--- config.mk ---
export PLATFORM = sky130hd
export DESIGN_NAME = mux2_rr_arbiter_flat
export DESIGN_NICKNAME = d
export VERILOG_FILES = /design/src/rtl/mux2_arb_pkg.sv /design/src/rtl/mux2_rr_arbiter_if.sv /design/src/rtl/mux2_rr_arbiter_datapath.sv /design/src/rtl/mux2_rr_arbiter.sv /design/src/flat_wrapper.sv
export SDC_FILE = /design/constraint.sdc
export NUM_CORES = 1
export LEC_CHECK = 0
export CORE_MARGIN = 5
export CORE_UTILIZATION = 36
export DETAILED_ROUTE_END_ITERATION = 12
export PLACE_DENSITY_LB_ADDON = 0.05
export SLEW_MARGIN = 20
export SYNTH_ARGS = -nofsm -noshare
export SYNTH_HDL_FRONTEND = slang
export SYNTH_SLANG_ARGS = --single-unit
--- constraint.sdc ---
create_clock -name clk -period 3 [get_ports clk]
set_clock_uncertainty 0.15 [all_clocks]
set_input_delay 0.6 -clock clk [delete_from_list [all_inputs] [get_ports clk]]
set_output_delay 0.6 -clock clk [all_outputs]
set_load 0.02 [all_outputs]
--- src/rtl/mux2_arb_pkg.sv ---
// Shared types and default parameters for the 2:1 round-robin mux arbiter.
package mux2_arb_pkg;

  localparam int WIDTH_DEF     = 8;
  localparam int MAX_BURST_DEF = 4;

  typedef enum logic [1:0] {
    IDLE = 2'd0,
    OWN0 = 2'd1,
    OWN1 = 2'd2
  } state_e;

  typedef logic req_idx_t;

endpackage

--- src/rtl/mux2_rr_arbiter_if.sv ---
// Handshake and data bundle between two requesters, the arbiter and the downstream sink.
interface mux2_rr_arbiter_if #(
  parameter int WIDTH = mux2_arb_pkg::WIDTH_DEF
);
  logic             req0;
  logic             req1;
  logic [WIDTH-1:0] i0;
  logic [WIDTH-1:0] i1;
  logic             gnt0;
  logic             gnt1;
  logic             s;
  logic             e;
  logic [WIDTH-1:0] y;
  logic             y_valid;
  logic             y_ready;

  modport slave (
    input  req0, req1, i0, i1, y_ready,
    output gnt0, gnt1, s, e, y, y_valid
  );

  modport master (
    output req0, req1, i0, i1, y_ready,
    input  gnt0, gnt1, s, e, y, y_valid
  );
endinterface

--- src/rtl/mux2_rr_arbiter_datapath.sv ---
// Enabled 2:1 multiplexer; output is forced to zero when disabled.
module mux2_datapath #(
  parameter int WIDTH = mux2_arb_pkg::WIDTH_DEF
) (
  input  logic [WIDTH-1:0] i0,
  input  logic [WIDTH-1:0] i1,
  input  logic             e,
  input  logic             s,
  output logic [WIDTH-1:0] y
);
  assign y = !e ? '0 : (s ? i1 : i0);
endmodule

--- src/rtl/mux2_rr_arbiter.sv ---
// Round-robin, burst-bounded controller driving the shared mux from registered select/enable.
//   state | meaning
//   IDLE  | no grant, mux disabled
//   OWN0  | requester 0 owns the output
//   OWN1  | requester 1 owns the output
module mux2_rr_arbiter
  import mux2_arb_pkg::*;
#(
  parameter int WIDTH     = WIDTH_DEF,
  parameter int MAX_BURST = MAX_BURST_DEF
) (
  input logic               clk,
  input logic               rst,
  mux2_rr_arbiter_if.slave  bus
);
  localparam int CW = $clog2(MAX_BURST + 1);

  state_e         state_q, state_d;
  req_idx_t       last_q, last_d;
  logic           s_q, s_d;
  logic           e_q, e_d;
  logic           gnt0_q, gnt0_d;
  logic           gnt1_q, gnt1_d;
  logic [CW-1:0]  cnt_q, cnt_d;
  logic           y_valid;
  logic           xfer;
  logic           burst_done;

  assign y_valid    = e_q & (s_q ? bus.req1 : bus.req0);
  assign xfer       = y_valid & bus.y_ready;
  assign burst_done = xfer && ((int'(cnt_q) + 1) >= MAX_BURST);

  always_comb begin
    state_d = state_q;
    unique case (state_q)
      IDLE: begin
        if (bus.req0 && bus.req1) state_d = last_q ? OWN0 : OWN1;
        else if (bus.req0)        state_d = OWN0;
        else if (bus.req1)        state_d = OWN1;
      end
      OWN0: begin
        if (!bus.req0)                    state_d = bus.req1 ? OWN1 : IDLE;
        else if (burst_done && bus.req1)  state_d = OWN1;
      end
      OWN1: begin
        if (!bus.req1)                    state_d = bus.req0 ? OWN0 : IDLE;
        else if (burst_done && bus.req0)  state_d = OWN0;
      end
      default: state_d = IDLE;
    endcase
  end

  // Registered mux controls follow the next state so they are valid right after the grant edge.
  always_comb begin
    last_d = last_q;
    s_d    = s_q;
    e_d    = e_q;
    gnt0_d = gnt0_q;
    gnt1_d = gnt1_q;
    cnt_d  = cnt_q;
    if (state_d != state_q) begin
      cnt_d = '0;
      unique case (state_d)
        OWN0: begin
          last_d = 1'b0;
          s_d    = 1'b0;
          e_d    = 1'b1;
          gnt0_d = 1'b1;
          gnt1_d = 1'b0;
        end
        OWN1: begin
          last_d = 1'b1;
          s_d    = 1'b1;
          e_d    = 1'b1;
          gnt0_d = 1'b0;
          gnt1_d = 1'b1;
        end
        default: begin
          e_d    = 1'b0;
          gnt0_d = 1'b0;
          gnt1_d = 1'b0;
        end
      endcase
    end else if (xfer && (int'(cnt_q) < MAX_BURST)) begin
      cnt_d = cnt_q + CW'(1);
    end
  end

  always_ff @(posedge clk or posedge rst) begin
    if (rst) begin
      state_q <= IDLE;
      last_q  <= 1'b1;
      s_q     <= 1'b0;
      e_q     <= 1'b0;
      gnt0_q  <= 1'b0;
      gnt1_q  <= 1'b0;
      cnt_q   <= '0;
    end else begin
      state_q <= state_d;
      last_q  <= last_d;
      s_q     <= s_d;
      e_q     <= e_d;
      gnt0_q  <= gnt0_d;
      gnt1_q  <= gnt1_d;
      cnt_q   <= cnt_d;
    end
  end

  assign bus.gnt0    = gnt0_q;
  assign bus.gnt1    = gnt1_q;
  assign bus.s       = s_q;
  assign bus.e       = e_q;
  assign bus.y_valid = y_valid;

  mux2_datapath #(.WIDTH(WIDTH)) u_dp (
    .i0 (bus.i0),
    .i1 (bus.i1),
    .e  (e_q),
    .s  (s_q),
    .y  (bus.y)
  );
endmodule

--- src/flat_wrapper.sv ---
// flat-port wrapper written by rule: the top's interface ports become plain ports
module mux2_rr_arbiter_flat import mux2_arb_pkg::*;
#(
  parameter int WIDTH     = WIDTH_DEF,
  parameter int MAX_BURST = MAX_BURST_DEF
)
  (clk, rst, bus_req0, bus_req1, bus_i0, bus_i1, bus_y_ready, bus_gnt0, bus_gnt1, bus_s, bus_e, bus_y, bus_y_valid);
  mux2_rr_arbiter_if #(.WIDTH(WIDTH)) bus_i ();
  input logic clk;
  input logic rst;
  input wire logic [$bits(bus_i.req0)-1:0] bus_req0;
  input wire logic [$bits(bus_i.req1)-1:0] bus_req1;
  input wire logic [$bits(bus_i.i0)-1:0] bus_i0;
  input wire logic [$bits(bus_i.i1)-1:0] bus_i1;
  input wire logic [$bits(bus_i.y_ready)-1:0] bus_y_ready;
  output wire logic [$bits(bus_i.gnt0)-1:0] bus_gnt0;
  output wire logic [$bits(bus_i.gnt1)-1:0] bus_gnt1;
  output wire logic [$bits(bus_i.s)-1:0] bus_s;
  output wire logic [$bits(bus_i.e)-1:0] bus_e;
  output wire logic [$bits(bus_i.y)-1:0] bus_y;
  output wire logic [$bits(bus_i.y_valid)-1:0] bus_y_valid;
  assign bus_i.req0 = bus_req0;
  assign bus_i.req1 = bus_req1;
  assign bus_i.i0 = bus_i0;
  assign bus_i.i1 = bus_i1;
  assign bus_i.y_ready = bus_y_ready;
  assign bus_gnt0 = bus_i.gnt0;
  assign bus_gnt1 = bus_i.gnt1;
  assign bus_s = bus_i.s;
  assign bus_e = bus_i.e;
  assign bus_y = bus_i.y;
  assign bus_y_valid = bus_i.y_valid;
  mux2_rr_arbiter #(.WIDTH(WIDTH), .MAX_BURST(MAX_BURST)) u_core (.clk(clk), .rst(rst), .bus(bus_i));
endmodule
==> summary.md, run 1 <==
| Metric | Value |
|---|---|
| Synthesis Warnings | `0` |
| Core Area | `0.00198 mm2` |
| Clk root buf | `clkbuf_4` |
| Synth cell types | `34` |
| Top FF cell, synth | `dfrtp_1` |
| Htree depth | `1` |
| Power per cell area | `approximately 670 mW/mm2` |
| Largest net degree at the start of global routing | `11` |
| Clock transition at the registers of the reported paths | `approximately 0.070 ns` |
| DRT Pass-1 Iters | `4` |
| Slew @ Worst Pin | `between 0.4 and 0.5 ns` |
| Max IR drop VDD | `0.000416 V` |
| Worst Hold Class | `flop to flop` |
| CTS Buf Count | `3` |
| Layout fillers | `roughly 160` |
| Die height | `approximately 56 um` |
| Yosys reg bits | `10` |
| Total Wirelength | `between 1.5 and 2 mm` |
| Port bufs | `33` |
| Layout cell share with drive strength beyond 1 | `0.202` |
| First-pass GRT wire length | `between 3 and 4 mm` |
| Kind of critical path | `input port to flop` |
| Max cap viols | `0` |
| Async set or reset register ratio after synthesis | `1.00` |
| Worst Setup End Kind | `flop` |
| Worst rel slew slack | `0.728` |
| Setup TNS | `0 ns` |
| Syn Inst Count | `76` |
| CP Max Fanout | `4` |
| Status | `finished clean` |
| Die width | `between 50 and 60 um` |
| Full die area | `between 0.003 and 0.004 mm2` |
| Final Hold Fails | `0` |
| Rows | `16` |
| Clk_lat worst skew | `about 0.27 ns` |
| Data arrival time of the critical path | `between 2 and 3 ns` |
| Starting DRT DRC Count | `11` |
| Final period util | `0.967` |
| Post-route ant nets | `0` |
| CP required | `3.01 ns` |
| DRC violations left | `0` |
| Number of diodes | `0` |
| Max clock buf depth | `2` |
| Startpoint types | `input port` |
| Mean post-synth cell area | `just under 10 um2` |
| Final min period | `roughly 2.9 ns` |
| Initial antenna violation count | `0` |
| Detailed Place HPWL | `around 1.5 mm` |
| Max-slew violations | `0` |
| WL/cell | `between 10 and 15 um` |
| Post-synth EDFFs | `0` |
| Routability Congestion | `0.824` |
| Vias per inst | `slightly above 5` |
| GRT Total Usage | `0.124` |
| Area growth syn-to-layout | `61.8%` |
| Synthesized net count | `100` |
| Pwr Total | `813 uW` |
| Nets | `144` |
| Max Fclk | `between 300 and 400 MHz` |
| Vias | `between 700 and 800` |
| CTS tree | `done` |
| Final Setup Violations | `0` |
| Gr ovfl total | `0` |
| Cell Area, Synth | `749 um2` |
| Clk sinks | `10` |
| Vias in the first global route | `675` |
| Initial core utilization | `0.378` |
| Leakage power | `0.517 nW` |
| Ports | `34` |
| Final Hold Slack | `~0.34 ns` |
| Seq/Total Area, Yosys | `0.336` |
[power breakdown]
group,internal (mW),switching (mW)
Sequential,0.173,0.0349
Combinational,0.250,0.234
Clock,0.0737,0.0475
Total,0.496,0.317
[final cells by class]
class	instances	area, um2	area share
Timing Repair Buffer	44	419	0.346
Inverter	2	7.51	0.00619
Tap cell	27	33.8	0.0279
Clock buffer	4	36.3	0.0299
Sequential cell	10	251	0.207
Multi-Input combinational cell	59	464	0.383
[sequential cells by signal (all words and copies together) (netlist names)]
register and count:
u_core.cnt_q 3, u_core.bus.e 1, u_core.bus.gnt1 1, u_core.bus.s 1
u_core.last_q 1, u_core.state_q 2, u_core.bus.gnt0 1
[cells in the final DEF (no fill, tap or decap), types with 2 or more instances in the layout]
master	synthesis	routed
dfrtp_1	9	9
clkbuf_4	0	3
buf_4	2	10
nand2_1	4	3
ha_1	3	3
clkdlybuf4s50_1	0	32
mux2i_1	9	9
mux2_1	4	4
a31oi_1	2	2
nor2_1	16	16
[worst max-delay path, cell delays in order]
cell and delay, ns:
clkdlybuf4s50_1 0.49, nand2_2 0.08, a2111oi_4 0.34, buf_4 0.19
o211ai_1 0.12, a21oi_1 0.18, ha_1 0.26, a31oi_1 0.17
o211ai_2 0.15, mux2_1 0.32
[per-stage QoR]
stage / utilization / worst slack [ns] / instance area (um2) / cells
4_1_cts: 0.593 / 0.0475 / 1180 / 143
3_5_place_dp: 0.575 / -0.243 / 1140 / 139
6_report: 0.612 / 0.0976 / 1210 / 146
3_3_place_gp: 0.575 / -0.191 / 1140 / 139
5_1_grt: 0.612 / -0.00522 / 1210 / 146
2_1_floorplan: - / 0.124 / 749 / 76
[layer usage]
metal / vias to the layer above / GRT usage / wire length, um
met2: 29 / 0.226 / 978
met4: 0 / 0.0833 / 52
met1: 344 / 0.125 / 751
li1: 362 / - / -
met3: 4 / 0.0232 / 103
met5: - / 0 / 0
[logic make-up after synthesis]
kind of cell             share of synthesized area
AO/OA/AOI/OAI                                0.185
multiplexers                                 0.199
XOR/XNOR                                    0.0234
buffers and inverters                       0.0551
flip-flops                                   0.336
adder cells (fa/ha/maj)                     0.0501
AND/OR/NAND/NOR                              0.152
[cells in the mapped netlist (2+ instances only)]
cell type  number  area share
a31oi_1         2       0.017
buf_4           2       0.020
dfrtp_1         9        0.30
ha_1            3       0.050
mux2_1          4       0.060
mux2i_1         9        0.12
nand2_1         4       0.020
nand3_1         2       0.013
nor2_1         16       0.080
[timing repair]
item,CTS,global route
setup buffers,0,3
resized for setup,0,4
hold buffers,0,0
endpoints found under the setup margin,0,2
[path summary, 6_finish.rpt]
kind,from,to,slack (ns),depth (start not counted)
setup / recovery,bus_y_ready,u_core.bus.s$_DFFE_PP0P_,0.1,10
min in group asynchronous,rst,u_core.state_q[1]$_DFF_PP0_,0.45,2
hold / removal,u_core.bus.gnt0$_DFFE_PP0P_,u_core.bus.gnt0$_DFFE_PP0P_,0.34,1
max in group asynchronous,rst,u_core.last_q$_DFFE_PP1P_,1.95,2
hold reg to reg,u_core.bus.gnt0$_DFFE_PP0P_,u_core.bus.gnt0$_DFFE_PP0P_,0.34,1
setup reg to reg,u_core.cnt_q[0]$_DFFE_PP0P_,u_core.bus.s$_DFFE_PP0P_,0.12,10
Note: power is estimated with default switching activity, not from simulation.
==> run 2, diff against run 1 <==
SKIP_LAST_GASP = 1   (was default)
==> results of run 2 <==
The final DEF is identical to that of run 1; final timing and power are the same.
==> run 3, diff against run 2 <==
ABC_AREA = 0   (was default)
==> results of run 3 <==
The final DEF is identical to that of run 1; final timing and power are the same.
